`src/rtl/vga_timing_pkg.sv`:
```
// ============================================================================
// Module      : vga_timing_pkg
// Description : 640x480 VGA raster constants and the shared counter type.
// Revision    : 1.0 - initial release
// ============================================================================
`default_nettype none

package vga_timing_pkg;

    localparam int CNT_W        = 10;

    localparam int H_SYNC       = 96;
    localparam int H_BP         = 62;
    localparam int H_ACTIVE     = 640;
    localparam int H_FP         = 2;

    localparam int V_ACTIVE     = 480;
    localparam int V_FP         = 10;
    localparam int V_SYNC       = 2;
    localparam int V_BP         = 33;

    localparam int H_TOTAL      = H_SYNC + H_BP + H_ACTIVE + H_FP;
    localparam int V_TOTAL      = V_ACTIVE + V_FP + V_SYNC + V_BP;
    localparam int H_ACT_START  = H_SYNC + H_BP;
    localparam int H_ACT_END    = H_ACT_START + H_ACTIVE;
    localparam int V_SYNC_START = V_ACTIVE + V_FP;
    localparam int V_SYNC_END   = V_SYNC_START + V_SYNC;

    typedef logic [CNT_W-1:0] count_t;

endpackage

`default_nettype wire

```
`src/rtl/vga_timing_if.sv`:
```
// ============================================================================
// Module      : vga_timing_if
// Description : Raster timing bundle from the generator to the pixel logic.
// Revision    : 1.0 - initial release
// ============================================================================
`default_nettype none

interface vga_timing_if;
    import vga_timing_pkg::*;

    logic   pix_en;
    count_t hcount;
    count_t vcount;
    logic   hsync;
    logic   vsync;
    logic   bright;
    logic   frame_start;

    modport master (
        output pix_en, hcount, vcount, hsync, vsync, bright, frame_start
    );

    modport slave (
        input  pix_en, hcount, vcount, hsync, vsync, bright, frame_start
    );

endinterface

`default_nettype wire

```
`src/rtl/vga_axis_counter.sv`:
```
// ============================================================================
// Module      : vga_axis_counter
// Description : One raster axis: wrapping counter with registered sync/active
//               flags decoded from the next count value.
// Revision    : 1.0 - initial release
// ============================================================================
`default_nettype none

module vga_axis_counter
    import vga_timing_pkg::*;
#(
    parameter int TOTAL      = 800,
    parameter int SYNC_START = 0,
    parameter int SYNC_END   = 96,
    parameter int ACT_START  = 158,
    parameter int ACT_END    = 798
) (
    input  wire logic clk,
    input  wire logic rst_n,
    input  wire logic inc,
    output count_t    count,
    output logic      wrap,
    output logic      sync_n,
    output logic      active
);

    localparam count_t C_LAST       = count_t'(TOTAL - 1);
    localparam count_t C_SYNC_START = count_t'(SYNC_START);
    localparam count_t C_SYNC_END   = count_t'(SYNC_END);
    localparam count_t C_ACT_START  = count_t'(ACT_START);
    localparam count_t C_ACT_END    = count_t'(ACT_END);
    // Reset flags match what count = 0 decodes to.
    localparam logic   C_SYNC_N_RST = (SYNC_START == 0 && SYNC_END > 0) ? 1'b0 : 1'b1;
    localparam logic   C_ACT_RST    = (ACT_START == 0 && ACT_END > 0) ? 1'b1 : 1'b0;

    count_t r_count;
    count_t w_next;
    logic   r_sync_n;
    logic   r_active;
    logic   w_wrap;
    logic   w_in_sync;
    logic   w_in_act;

    assign w_wrap = inc && (r_count == C_LAST);

    always_comb begin
        w_next = r_count;
        if (inc) begin
            w_next = w_wrap ? '0 : r_count + count_t'(1);
        end
    end

    generate
        if (SYNC_START == 0) begin : g_sync_from_zero
            assign w_in_sync = (w_next < C_SYNC_END);
        end else begin : g_sync_window
            assign w_in_sync = (w_next >= C_SYNC_START) && (w_next < C_SYNC_END);
        end

        if (ACT_START == 0) begin : g_act_from_zero
            assign w_in_act = (w_next < C_ACT_END);
        end else begin : g_act_window
            assign w_in_act = (w_next >= C_ACT_START) && (w_next < C_ACT_END);
        end
    endgenerate

    always_ff @(posedge clk or negedge rst_n) begin
        if (!rst_n) begin
            r_count  <= '0;
            r_sync_n <= C_SYNC_N_RST;
            r_active <= C_ACT_RST;
        end else begin
            r_count  <= w_next;
            r_sync_n <= ~w_in_sync;
            r_active <= w_in_act;
        end
    end

    assign count  = r_count;
    assign wrap   = w_wrap;
    assign sync_n = r_sync_n;
    assign active = r_active;

endmodule

`default_nettype wire

```
`src/rtl/vga_timing_gen.sv`:
```
// ============================================================================
// Module      : vga_timing_gen
// Description : VGA raster timing generator (counters, syncs, bright).
//               VGA_TIMING_PIXEL_DIV_EN: divide clk by 2 for the pixel tick.
// Revision    : 1.0 - initial release
// ============================================================================
`default_nettype none

module vga_timing_gen
    import vga_timing_pkg::*;
#(
    parameter int H_SYNC   = vga_timing_pkg::H_SYNC,
    parameter int H_BP     = vga_timing_pkg::H_BP,
    parameter int H_ACTIVE = vga_timing_pkg::H_ACTIVE,
    parameter int H_FP     = vga_timing_pkg::H_FP,
    parameter int V_ACTIVE = vga_timing_pkg::V_ACTIVE,
    parameter int V_FP     = vga_timing_pkg::V_FP,
    parameter int V_SYNC   = vga_timing_pkg::V_SYNC,
    parameter int V_BP     = vga_timing_pkg::V_BP
) (
    input  wire logic    clk,
    input  wire logic    rst_n,
    vga_timing_if.master vga
);

    localparam int C_H_TOTAL      = H_SYNC + H_BP + H_ACTIVE + H_FP;
    localparam int C_V_TOTAL      = V_ACTIVE + V_FP + V_SYNC + V_BP;
    localparam int C_H_ACT_START  = H_SYNC + H_BP;
    localparam int C_V_SYNC_START = V_ACTIVE + V_FP;

    logic r_pix_en;
    logic r_frame_start;
    logic w_h_wrap;
    logic w_v_wrap;
    logic w_h_active;
    logic w_v_active;

    // Without the divider the tick is held high once out of reset.
    always_ff @(posedge clk or negedge rst_n) begin
        if (!rst_n) begin
            r_pix_en <= 1'b0;
        end else begin
`ifdef VGA_TIMING_PIXEL_DIV_EN
            r_pix_en <= ~r_pix_en;
`else
            r_pix_en <= 1'b1;
`endif
        end
    end

    vga_axis_counter #(
        .TOTAL      (C_H_TOTAL),
        .SYNC_START (0),
        .SYNC_END   (H_SYNC),
        .ACT_START  (C_H_ACT_START),
        .ACT_END    (C_H_ACT_START + H_ACTIVE)
    ) u_h_axis (
        .clk    (clk),
        .rst_n  (rst_n),
        .inc    (r_pix_en),
        .count  (vga.hcount),
        .wrap   (w_h_wrap),
        .sync_n (vga.hsync),
        .active (w_h_active)
    );

    vga_axis_counter #(
        .TOTAL      (C_V_TOTAL),
        .SYNC_START (C_V_SYNC_START),
        .SYNC_END   (C_V_SYNC_START + V_SYNC),
        .ACT_START  (0),
        .ACT_END    (V_ACTIVE)
    ) u_v_axis (
        .clk    (clk),
        .rst_n  (rst_n),
        .inc    (w_h_wrap),
        .count  (vga.vcount),
        .wrap   (w_v_wrap),
        .sync_n (vga.vsync),
        .active (w_v_active)
    );

    // Vertical wrap only fires on a horizontal wrap, i.e. the (last,last) tick.
    always_ff @(posedge clk or negedge rst_n) begin
        if (!rst_n) begin
            r_frame_start <= 1'b0;
        end else begin
            r_frame_start <= w_v_wrap;
        end
    end

    assign vga.pix_en      = r_pix_en;
    assign vga.bright      = w_h_active & w_v_active;
    assign vga.frame_start = r_frame_start;

endmodule

`default_nettype wire

```
`src/flat_wrapper.sv`:
```
// flat-port wrapper written by rule: the top's interface ports become plain ports
module vga_timing_gen_flat import vga_timing_pkg::*;
#(
    parameter int H_SYNC   = vga_timing_pkg::H_SYNC,
    parameter int H_BP     = vga_timing_pkg::H_BP,
    parameter int H_ACTIVE = vga_timing_pkg::H_ACTIVE,
    parameter int H_FP     = vga_timing_pkg::H_FP,
    parameter int V_ACTIVE = vga_timing_pkg::V_ACTIVE,
    parameter int V_FP     = vga_timing_pkg::V_FP,
    parameter int V_SYNC   = vga_timing_pkg::V_SYNC,
    parameter int V_BP     = vga_timing_pkg::V_BP
)
  (clk, rst_n, vga_pix_en, vga_hcount, vga_vcount, vga_hsync, vga_vsync, vga_bright, vga_frame_start);
  vga_timing_if vga_i ();
  input  wire logic clk;
  input  wire logic rst_n;
  output wire logic [$bits(vga_i.pix_en)-1:0] vga_pix_en;
  output wire logic [$bits(vga_i.hcount)-1:0] vga_hcount;
  output wire logic [$bits(vga_i.vcount)-1:0] vga_vcount;
  output wire logic [$bits(vga_i.hsync)-1:0] vga_hsync;
  output wire logic [$bits(vga_i.vsync)-1:0] vga_vsync;
  output wire logic [$bits(vga_i.bright)-1:0] vga_bright;
  output wire logic [$bits(vga_i.frame_start)-1:0] vga_frame_start;
  assign vga_pix_en = vga_i.pix_en;
  assign vga_hcount = vga_i.hcount;
  assign vga_vcount = vga_i.vcount;
  assign vga_hsync = vga_i.hsync;
  assign vga_vsync = vga_i.vsync;
  assign vga_bright = vga_i.bright;
  assign vga_frame_start = vga_i.frame_start;
  vga_timing_gen #(.H_SYNC(H_SYNC), .H_BP(H_BP), .H_ACTIVE(H_ACTIVE), .H_FP(H_FP), .V_ACTIVE(V_ACTIVE), .V_FP(V_FP), .V_SYNC(V_SYNC), .V_BP(V_BP)) u_core (.clk(clk), .rst_n(rst_n), .vga(vga_i));
endmodule
```
`config.mk`:
```
export PLATFORM = sky130hd
export DESIGN_NAME = vga_timing_gen_flat
export DESIGN_NICKNAME = d
export VERILOG_FILES = /design/src/rtl/vga_timing_pkg.sv /design/src/rtl/vga_timing_if.sv /design/src/rtl/vga_axis_counter.sv /design/src/rtl/vga_timing_gen.sv /design/src/flat_wrapper.sv
export SDC_FILE = /design/constraint.sdc
export NUM_CORES = 1
export LEC_CHECK = 0
export CAP_MARGIN = 20
export CORE_ASPECT_RATIO = 1.25
export CORE_MARGIN = 10
export CORE_UTILIZATION = 40
export DETAILED_ROUTE_END_ITERATION = 8
export GPL_TIMING_DRIVEN = 0
export HOLD_SLACK_MARGIN = 0.06
export PLACE_DENSITY = 0.71
export SETUP_SLACK_MARGIN = 0.15
export SYNTH_ARGS = -nofsm -noshare
export SYNTH_HDL_FRONTEND = slang
export SYNTH_SLANG_ARGS = --single-unit
```
`constraint.sdc`:
```
create_clock -name clk -period 2.3 [get_ports clk]
set_input_delay 0.23 -clock clk [delete_from_list [all_inputs] [get_ports clk]]
set_output_delay 0.23 -clock clk [all_outputs]
set_load 0.01 [all_outputs]
```
==> results of run 1 <==
## worst paths after layout
| path | endpoint | slack, ns | cells after the start |
|---|---|---|---|
| setup / recovery | u_core.u_v_axis.sync_n | 0.21 | 8 |
| hold / removal | u_core.u_h_axis.count[4] | 0.35 | 1 |
| setup reg to reg | u_core.u_v_axis.sync_n | 0.21 | 8 |
| hold reg to reg | u_core.u_h_axis.count[4] | 0.54 | 1 |
| max in group asynchronous | u_core.u_h_axis.count[0] | 1.42 | 2 |
| min in group clk | u_core.u_h_axis.count[4] | 0.54 | 1 |
## metrics by stage
step	hold WS [ns]	std cells	area [um2]
2_1_floorplan	-0.0656	161	1550
3_3_place_gp	0.524	227	1860
3_5_place_dp	0.534	228	1870
4_1_cts	0.373	234	1940
5_1_grt	0.386	234	1960
6_report	0.349	234	1960
## sequential cells by signal, summed over array words and instances, names as in the netlist
name                    count
u_core.u_v_axis.count      10
u_core.u_h_axis.active      1
u_core.vga.frame_start      1
u_core.u_h_axis.sync_n      1
u_core.u_v_axis.sync_n      1
u_core.vga.pix_en           1
u_core.u_v_axis.active      1
u_core.u_h_axis.count      10
## synth_stat cells, types with 4 or more instances
master / number
sky130_fd_sc_hd__dfrtp_1: 24
sky130_fd_sc_hd__nand3_1: 9
sky130_fd_sc_hd__nor3_1: 6
sky130_fd_sc_hd__a21oi_1: 6
sky130_fd_sc_hd__buf_2: 5
sky130_fd_sc_hd__nand4_1: 7
sky130_fd_sc_hd__or4_1: 4
sky130_fd_sc_hd__nor4_1: 4
sky130_fd_sc_hd__xnor2_1: 5
sky130_fd_sc_hd__inv_1: 6
sky130_fd_sc_hd__o21ai_0: 6
sky130_fd_sc_hd__nand2_1: 15
sky130_fd_sc_hd__nor2_1: 9
## power by group through the flow
stage                     clock, mW  sequential (mW)  combinational, mW
after global routing          0.323            0.621              0.544
final                         0.292            0.610              0.496
after global placement            0            0.631              0.431
after CTS                     0.305            0.608              0.496
after detailed placement          0            0.637              0.443
after floorplan                   0            0.644              0.231
## final cells by class
type / instances / share of cell area [%]
flip-flops and latches: 26 / 33.4
repair buffers: 29 / 14.8
multi-input cells: 121 / 42.3
clock buffers: 4 / 2.81
plain buffers: 8 / 2.94
inverters: 6 / 1.15
well taps: 40 / 2.55
## kinds of logic after synthesis
logic type               share of synthesized area [%]
AO/OA/AOI/OAI                                     16.8
XOR/XNOR                                          4.53
adder cells (fa/ha/maj)                           2.43
buffers and inverters                             4.78
flip-flops                                        42.3
multiplexers                                      1.38
other                                            0.243
AND/OR/NAND/NOR                                   27.5
## per-layer routing
metal	wire length, um	part of all wire (%)	vias up	global-route usage (%)
li1	-	-	667	-
met1	1510	41	667	13.0
met2	1820	50	48	19.5
met3	312	8.5	6	4.22
met4	34	0.92	0	3.55
met5	0	0	-	0
## timing repair
item	in CTS	in global routing
setup buffers	2	0
endpoints found under the setup margin	7	3
resized for setup	3	6
pin swaps	0	3
## cells in the final DEF (no fill, tap or decap), drive strengths merged, types with 2 or more instances in the layout
cell type       n
clkdlybuf4s50  26
dfrtp          24
nand2          15
buf            10
nand3           9
nor2            9
nand4           8
o21ai           7
inv             6
a21oi           6
nor3            6
xnor2           5
or4             5
nor4            5
clkbuf          5
and2            3
xor2            3
o31ai           3
ha              3
and3            2
or3             2
a41oi           2
a21o            2
a2bb2oi         2
o211ai          2
dfstp           2
or2             2
a31o            2
a22oi           2
==> results.toml, run 1 <==
[status]
status = "complete, no violations"

[placement]
place_congestion = 0.898
portBuffers = 26
place_ws_ns = -0.0701
detailed_place_hpwl_mm = 2.79

[logic_synthesis]
async_reset_ff_share_pct = 100
ys_seq_area_share_pct = 42.3
per_instance_average_area_after_synthesis_um2 = 9.60
yosysWarningCount = 0
synth.largest_area_cell = "sky130_fd_sc_hd__dfrtp_1"
syn_area_um2 = 1550
ys_dominant_reg_cell = "sky130_fd_sc_hd__dfrtp_1"
ys_seq_elements = 26
synth-edff-count = 0
netlist-cell-type-count = 52
synth_largest_type_area_fraction_pct = 38.9
synth_fp_nets = 166
syn_inst = 161
synth.top_cells.by_area = "sky130_fd_sc_hd__dfrtp_1 (39%), sky130_fd_sc_hd__nand2_1 (3.6%), sky130_fd_sc_hd__dfstp_2 (3.4%)"

[sta]
finalCriticalPeriod_ns = 2.09
setup-violations-final = 0
setup_ws_ns = 0.210
rsz0062_at_grt = "no"
peak_clock_frequency_supported_by_timing_mhz = 478
final.setup.tns_ns = 0
timing.slew.headroom_pct = 57.0
final_max_slew_viol_count = 0
worst-slew-pin-transition_ns = 0.642
hold_viol_final = 0
min_period_over_period_pct = 90.9
finalClockSkew_ns = 0.00780

[power_and_ir_drop]
power_frac_clock_pct = 20.9
total_switching_power_mw = 0.473
power_leakage_nw = 0.805
power_switching_share_pct = 33.9
power.share.combinational_pct = 35.5
power_density_of_the_placed_cells_nw_per_um2 = 713
irDropWorstVdd_uv = 243
p_int_mw = 0.925
power_frac_seq_pct = 43.6
fin_total_pwr_mw = 1.40

[flow_run]
max_cap_violations = 0

[floorplanning]
row_count = 25
floorplan.die.height_um = 89.5
dieArea_um2 = 6760
design.portCount = 27
placeableCoreArea_um2 = 3750
die_x_um = 75.6
floorplan.initialDensity_pct = 41.2

[layout]
regArea_um2 = 656
nNetsFinal = 200
layout.filler_cells = 356
total_area_of_multi_input_combinational_cells_um2 = 830
area_delta_synth_final_pct = 26.9
antenna_cells_inserted = 0
final_util_pct = 52.2
drive_above_1_share_pct = 16.0

[worst_setup_path]
launching_element_type_of_the_critical_path = "flip-flop"
setup.worst_path.class = "flip-flop to flip-flop"
slowest_delay_ns = 0.51
cp_top_family = "simple AND/OR/NAND/NOR gates"
worstReg2RegStart = "u_core.u_h_axis.count[0]"
worst-path-max-fanout = 10
timing.critical_path.to_type = "flip-flop"
critical_path_arrival_ns = 2.27
path_cells = "ha_1 > and2_1 > buf_2 > nand4_4 > buf_6 > or4_4 > a22oi_2 > nand4_1"
worst-path-buf-inv = 2
worstPathRequired_ns = 2.48
timing.critical_path.from = "u_core.u_h_axis.count[0]"
timing.critical_path.slowest_stage_cell = "sky130_fd_sc_hd__or4_4"

[route]
dr.pass1.iters = 4
wirelength_mm = 3.68
first_iter_violations = 58
route.antenna.remaining_nets = 0
routed-via-count = 1388
remaining_drc_errors = 0
wire_per_inst_um = 15.7
via_density_per_instance = 5.93

[global_routing]
grt_antenna_before_repair = 0
grt_pass1_vias = 1324
grt_start_max_net_pins = 15
global_route.usage.total_pct = 11.5
grt_remaining_overflow = 0
grt_pass1_wl_mm = 6.22

[worst_hold_path]
hp-class = "input pin to asynchronous set/reset pin"

[clock_tree]
cts.path.max_buffers = 2
worst_skew_pair.late_latency_ns = 0.27
cts_num_sinks = 26
cts_tree = "done"
clock_slew_seen_by_the_registers_of_the_worst_setup_and_hold_paths_ns = 0.09
clock_buffers_created_by_tritoncts = 3
clk_root_buffer_cell = "sky130_fd_sc_hd__clkbuf_8"
cts-hold-fix-buffers = 0
maximum_level_of_the_cts_h_tree = 1
Note: power is estimated with default switching activity, not from simulation.
==> inputs of run 2 (changes only) <==
--- a/config.mk
+++ b/config.mk
@@ -5,14 +5,15 @@
 export SDC_FILE = /design/constraint.sdc
 export NUM_CORES = 1
 export LEC_CHECK = 0
+export ABC_AREA = 1
 export CAP_MARGIN = 20
 export CORE_ASPECT_RATIO = 1.25
 export CORE_MARGIN = 10
-export CORE_UTILIZATION = 40
+export CORE_UTILIZATION = 53
 export DETAILED_ROUTE_END_ITERATION = 8
 export GPL_TIMING_DRIVEN = 0
 export HOLD_SLACK_MARGIN = 0.06
-export PLACE_DENSITY = 0.71
+export PLACE_DENSITY = 0.87
 export SETUP_SLACK_MARGIN = 0.15
 export SYNTH_ARGS = -nofsm -noshare
 export SYNTH_HDL_FRONTEND = slang
==> results.toml, run 2 <==
[logic_synthesis]
synth_largest_type_area_fraction_pct = 36.2
post_synth_most_frequent_cells = "sky130_fd_sc_hd__nand2_1 (74), sky130_fd_sc_hd__inv_1 (50), sky130_fd_sc_hd__dfrtp_1 (24), sky130_fd_sc_hd__nand3_1 (21), sky130_fd_sc_hd__nor2_1 (17)"
syn_area_um2 = 1660
netlist-cell-type-count = 22
per_instance_average_area_after_synthesis_um2 = 7.01
synth.largest_area_cell = "sky130_fd_sc_hd__dfrtp_1"
ys_seq_elements = 26
synth.top_cells.by_area = "sky130_fd_sc_hd__dfrtp_1 (36%), sky130_fd_sc_hd__nand2_1 (17%), sky130_fd_sc_hd__inv_1 (11%)"
async_reset_ff_share_pct = 100
ys_seq_area_share_pct = 39.3
syn_inst = 237
ys_dominant_reg_cell = "sky130_fd_sc_hd__dfrtp_1"
top_count_cell_post_synth = "sky130_fd_sc_hd__nand2_1"
yosysWarningCount = 0
synth_fp_nets = 242
synth-edff-count = 0

[power_and_ir_drop]
power_leakage_nw = 1.08
p_int_mw = 0.743
power.share.combinational_pct = 29.2
fin_total_pwr_mw = 1.12
total_switching_power_mw = 0.378
power_frac_seq_pct = 50.8
power_frac_clock_pct = 20.0
power_density_of_the_placed_cells_nw_per_um2 = 556
irDropWorstVdd_uv = 549
power_switching_share_pct = 33.7

[route]
wirelength_mm = 3.48
routed-via-count = 1549
first_iter_violations = 80
wire_per_inst_um = 11.5
remaining_drc_errors = 0
dr.pass1.iters = 4
via_density_per_instance = 5.10
route.antenna.remaining_nets = 0

[worst_setup_path]
worstReg2RegStart = "u_core.u_h_axis.count[0]"
critical_path_arrival_ns = 2.08
rr_endpoint = "u_core.u_h_axis.active"
critical-path-top-cell-by-count = "sky130_fd_sc_hd__nand2_1"
worst_r2r_path_depth = 12
setup.worst_path.class = "flip-flop to flip-flop"
path_cells = "ha_1 > nand3_2 > nor2_4 > nand2_4 > nand3_1 > nand2_1 > nand2_1 > nand2_1 > nand2_1 > nand2_1 > nand2_1 > inv_1"
worstPathRequired_ns = 2.53
launching_element_type_of_the_critical_path = "flip-flop"
worst-path-max-fanout = 9
timing.critical_path.to_type = "flip-flop"
timing.reg2reg.setup_slack_ns = 0.44
timing.critical_path.slowest_stage_cell = "sky130_fd_sc_hd__dfrtp_1"
slowest_delay_ns = 0.48

[layout]
nNetsFinal = 274
area_delta_synth_final_pct = 21.5
antenna_cells_inserted = 0
drive_above_1_share_pct = 10.1
commonest_cells_after_routing_fill_and_taps_aside = "sky130_fd_sc_hd__nand2_1 (74), sky130_fd_sc_hd__inv_1 (50), sky130_fd_sc_hd__clkdlybuf4s50_1 (26), sky130_fd_sc_hd__dfrtp_1 (24), sky130_fd_sc_hd__nand3_1 (21)"
layout.filler_cells = 261
mostFrequentLayoutCell = "sky130_fd_sc_hd__nand2_1"

[floorplanning]
row_count = 22
floorplan.die.height_um = 82.6
design.portCount = 27
floorplan.initialDensity_pct = 55.9
die_x_um = 70.1
dieArea_um2 = 5790
placeableCoreArea_um2 = 2970

[clock_tree]
maximum_level_of_the_cts_h_tree = 1
cts_num_sinks = 26
clock_buffers_created_by_tritoncts = 3
cts-resized-gates = 0
cts_tree = "done"
clk_root_buffer_cell = "sky130_fd_sc_hd__clkbuf_4"
cts-hold-fix-buffers = 0
postCtsSetupBuffers = 0
worst_skew_pair.late_latency_ns = 0.32
clock_slew_seen_by_the_registers_of_the_worst_setup_and_hold_paths_ns = 0.13
cts.path.max_buffers = 2

[sta]
final_max_slew_viol_count = 0
rsz0062_at_grt = "no"
final.setup.tns_ns = 0
setup-violations-final = 0
peak_clock_frequency_supported_by_timing_mhz = 538
finalCriticalPeriod_ns = 1.86
worst-slew-pin-transition_ns = 0.576
hold_slack_ns = 0.268
min_period_over_period_pct = 80.8
hold_viol_final = 0
timing.slew.headroom_pct = 61.5
finalClockSkew_ns = 0.00581

[global_routing]
global_route.usage.total_pct = 12.5
grt_start_max_net_pins = 15
grt_pass1_wl_mm = 6.18
grt_pass1_vias = 1502
grt_antenna_before_repair = 0
grt_remaining_overflow = 0

[worst_hold_path]
hp-class = "input pin to asynchronous set/reset pin"

[flow_run]
max_cap_violations = 0

[placement]
portBuffers = 26
detailed_place_hpwl_mm = 2.80
place_congestion = 0.890

[status]
status = "complete, no violations"
==> run 2: worst max path at each step <==
stage / from / to / slack, ns / cells after the start
finish: u_core.u_h_axis.count[0] / u_core.u_h_axis.active / 0.44 / 12
global route: u_core.u_h_axis.count[0] / u_core.u_h_axis.active / 0.31 / 12
CTS: u_core.u_h_axis.count[0] / u_core.u_h_axis.active / 0.46 / 12
detailed placement: u_core.u_h_axis.count[0] / u_core.u_h_axis.active / 0.50 / 12
global placement: u_core.u_h_axis.count[0] / u_core.u_h_axis.active / 0.51 / 12
floorplan: u_core.u_h_axis.count[0] / u_core.u_h_axis.active / 0.68 / 10
==> run 2: per-layer routing <==
metal	wire length, um	GRT usage [%]	up-vias	part of all wire, %
met5	0	0	-	0
met4	65	4.55	0	1.9
met3	201	3.70	7	5.8
met2	1770	22.8	36	51
met1	1440	13.5	715	41
li1	-	-	791	-
==> run 2: layout make-up <==
cell class,count,area [um2],area share [%]
Timing Repair Buffer,27,275,13.6
Tap cell,36,45.0,2.23
Multi-Input combinational cell,160,808,40.1
Buffer,1,11.3,0.558
Clock buffer,4,36.3,1.80
Sequential cell,26,653,32.4
Inverter,50,188,9.31
==> run 2: logic make-up (layout without fill, tap and decap cells) <==
| family | after synthesis | count (layout) | synth area share, % |
|---|---|---|---|
| AND/OR/NAND/NOR | 142 | 142 | 41.3 |
| buffers and inverters | 51 | 82 | 12.0 |
| flip-flops | 26 | 26 | 39.3 |
| AO/OA/AOI/OAI | 13 | 13 | 4.37 |
| adder cells (fa/ha/maj) | 3 | 3 | 2.26 |
| other | 1 | 1 | 0.226 |
| XOR/XNOR | 1 | 1 | 0.528 |
==> run 2: worst max-delay path: cells and delay by family (launching register included) <==
kind          cells  cell delay, ns
buf+inv           1            0.03
simple gates     10            1.00
flops             1            0.48
fa+ha+maj         1            0.25
==> run 2: stage by stage <==
step	cells	setup slack, ns	utilization [%]	instance area [um2]
after global routing	304	0.309	67.8	2020
after CTS	304	0.459	67.8	2020
final	304	0.442	67.8	2020
after detailed placement	300	0.500	66.6	1980
after global placement	299	0.508	66.1	1970
after floorplan	237	0.681	-	1660
==> run 2: power by group through the flow <==
stage / logic, mW / registers (mW) / clock network [mW]
3_5_place_dp: 0.330 / 0.574 / 0
3_3_place_gp: 0.323 / 0.573 / 0
5_1_grt: 0.368 / 0.578 / 0.244
2_1_floorplan: 0.180 / 0.584 / 0
6_report: 0.327 / 0.570 / 0.225
4_1_cts: 0.332 / 0.567 / 0.230
==> inputs of run 3 (changes only) <==
--- a/config.mk
+++ b/config.mk
@@ -9,11 +9,11 @@
 export CAP_MARGIN = 20
 export CORE_ASPECT_RATIO = 1.25
 export CORE_MARGIN = 10
-export CORE_UTILIZATION = 53
+export CORE_UTILIZATION = 48
 export DETAILED_ROUTE_END_ITERATION = 8
 export GPL_TIMING_DRIVEN = 0
 export HOLD_SLACK_MARGIN = 0.06
-export PLACE_DENSITY = 0.87
+export PLACE_DENSITY = 0.84
 export SETUP_SLACK_MARGIN = 0.15
 export SYNTH_ARGS = -nofsm -noshare
 export SYNTH_HDL_FRONTEND = slang
==> constraint.sdc (replaced) <==
create_clock -name clk -period 1.7 [get_ports clk]
set_input_delay 0.17 -clock clk [delete_from_list [all_inputs] [get_ports clk]]
set_output_delay 0.17 -clock clk [all_outputs]
set_load 0.01 [all_outputs]
==> results.toml, run 3 (synthesis results as in run 2) <==
[sta]
worst-slew-pin-transition_ns = 0.565
final_max_slew_viol_count = 0
finalClockSkew_ns = 0.00256
rsz0062_at_grt = "yes"
hold_viol_final = 0
setup-violations-final = 0
final.setup.tns_ns = 0
hold_slack_ns = 0.251
timing.slew.headroom_pct = 62.2
finalCriticalPeriod_ns = 1.67
min_period_over_period_pct = 98.1
setup_ws_ns = 0.0320
peak_clock_frequency_supported_by_timing_mhz = 600

[placement]
place_ws_ns = -0.111
portBuffers = 26
place_congestion = 0.861
detailed_place_hpwl_mm = 2.94

[power_and_ir_drop]
irDropWorstVdd_uv = 771
power_leakage_nw = 1.30
power_density_of_the_placed_cells_nw_per_um2 = 740

[floorplanning]
row_count = 23
design.portCount = 27
die_x_um = 72.6
floorplan.die.height_um = 85.8
placeableCoreArea_um2 = 3280
dieArea_um2 = 6230
floorplan.initialDensity_pct = 50.6

[layout]
nNetsFinal = 302
final_util_pct = 73.8
mostFrequentLayoutCell = "sky130_fd_sc_hd__nand2_1"
antenna_cells_inserted = 0
layout.filler_cells = 240
area_delta_synth_final_pct = 45.8
commonest_cells_after_routing_fill_and_taps_aside = "sky130_fd_sc_hd__nand2_1 (66), sky130_fd_sc_hd__inv_1 (46), sky130_fd_sc_hd__buf_4 (25), sky130_fd_sc_hd__clkdlybuf4s50_1 (21), sky130_fd_sc_hd__dfrtp_1 (18)"
drive_above_1_share_pct = 29.4

[global_routing]
grt_use_met1_pct = 15.0
grt_pass1_vias = 1719
global_route.usage.met3_pct = 3.81
groute.layer.met2.usage_pct = 25.0
global_route.usage.total_pct = 14.1
grt_pass1_wl_mm = 7.36
grt.busiest_layer = "met2"
grt_start_max_net_pins = 17
grt_remaining_overflow = 0
grt_antenna_before_repair = 0

[clock_tree]
clk_root_buffer_cell = "sky130_fd_sc_hd__clkbuf_8"
cts_num_sinks = 26
worst_skew_pair.late_latency_ns = 0.28
cts-hold-fix-buffers = 0
cts_tree = "done"
clock_slew_seen_by_the_registers_of_the_worst_setup_and_hold_paths_ns = 0.08
cts.path.max_buffers = 2
clock_buffers_created_by_tritoncts = 3
maximum_level_of_the_cts_h_tree = 1

[worst_setup_path]
timing.critical_path.to_type = "flip-flop"
critical_path_arrival_ns = 1.85
launching_element_type_of_the_critical_path = "flip-flop"
worstPathRequired_ns = 1.88
timing.critical_path.from = "u_core.u_h_axis.count[1]"
worstReg2RegStart = "u_core.u_h_axis.count[1]"
worst-path-max-fanout = 4
setup.worst_path.class = "flip-flop to flip-flop"

[status]
status = "complete, no violations"

[route]
wire_per_inst_um = 14.4
routed-via-count = 1790
wirelength_mm = 4.81
first_iter_violations = 185
remaining_drc_errors = 0
route.antenna.remaining_nets = 0
dr.pass1.iters = 5
via_density_per_instance = 5.38

[worst_hold_path]
hp-class = "input pin to asynchronous set/reset pin"

[flow_run]
max_cap_violations = 0
==> run 3: cell type report <==
class                           count  area (um2)  area share (%)
Inverter                           50         190            7.86
Buffer                              1        11.3           0.465
Multi-Input combinational cell    160         940            38.8
Clock buffer                        4        55.1            2.27
Timing Repair Buffer               55         518            21.4
Tap cell                           37        46.3            1.91
Sequential cell                    26         661            27.3
==> run 3: path summary, 6_finish.rpt <==
check / endpoint / slack, ns / cells after the start
worst max-delay path: u_core.u_h_axis.active / 0.03 / 11
worst min-delay path: u_core.u_h_axis.sync_n / 0.25 / 1
worst max register to register: u_core.u_h_axis.active / 0.03 / 11
worst min register to register: u_core.u_v_axis.count[7] / 0.61 / 2
max in group asynchronous: u_core.u_h_axis.count[0] / 0.95 / 2
min in group clk: u_core.u_v_axis.count[7] / 0.61 / 2
==> run 3: critical path, stage by stage (launching register included) <==
cell                      delay [ns]
sky130_fd_sc_hd__dfrtp_1        0.40
sky130_fd_sc_hd__ha_4           0.19
sky130_fd_sc_hd__nand3_4        0.10
sky130_fd_sc_hd__nor2_4         0.21
sky130_fd_sc_hd__buf_6          0.13
sky130_fd_sc_hd__nand4_4        0.11
sky130_fd_sc_hd__nand2_4        0.10
sky130_fd_sc_hd__nand3_2        0.07
sky130_fd_sc_hd__nor2_1         0.10
sky130_fd_sc_hd__nand2_1        0.06
sky130_fd_sc_hd__nand2_1        0.06
sky130_fd_sc_hd__inv_1          0.03
==> run 3: per-layer routing <==
| layer | vias up | share of wire, % |
|---|---|---|
| met2 | 72 | 52 |
| met4 | 0 | 4.1 |
| met1 | 849 | 36 |
| li1 | 847 | - |
| met3 | 22 | 8.3 |
| met5 | - | 0 |
==> run 3: per-stage QoR <==
step	total power [mW]	cell area [um2]	cells
2_1_floorplan	1.04	1670	237
6_report	1.79	2420	333
3_3_place_gp	1.22	1970	300
3_5_place_dp	1.24	2000	301
5_1_grt	1.90	2420	333
4_1_cts	1.71	2170	316
==> run 3: timing repair <==
action                     CTS  global route
buffers inserted            11            17
resized for setup           13            37
pin swaps                    7            22
setup endpoints to repair   12            18
cloned                       0             0
==> run 3: power breakdown <==
group	leakage (nW)	internal, mW	switching, mW
Sequential	0.335	0.680	0.0952
Clock	0.0288	0.207	0.190
Combinational	0.939	0.281	0.338
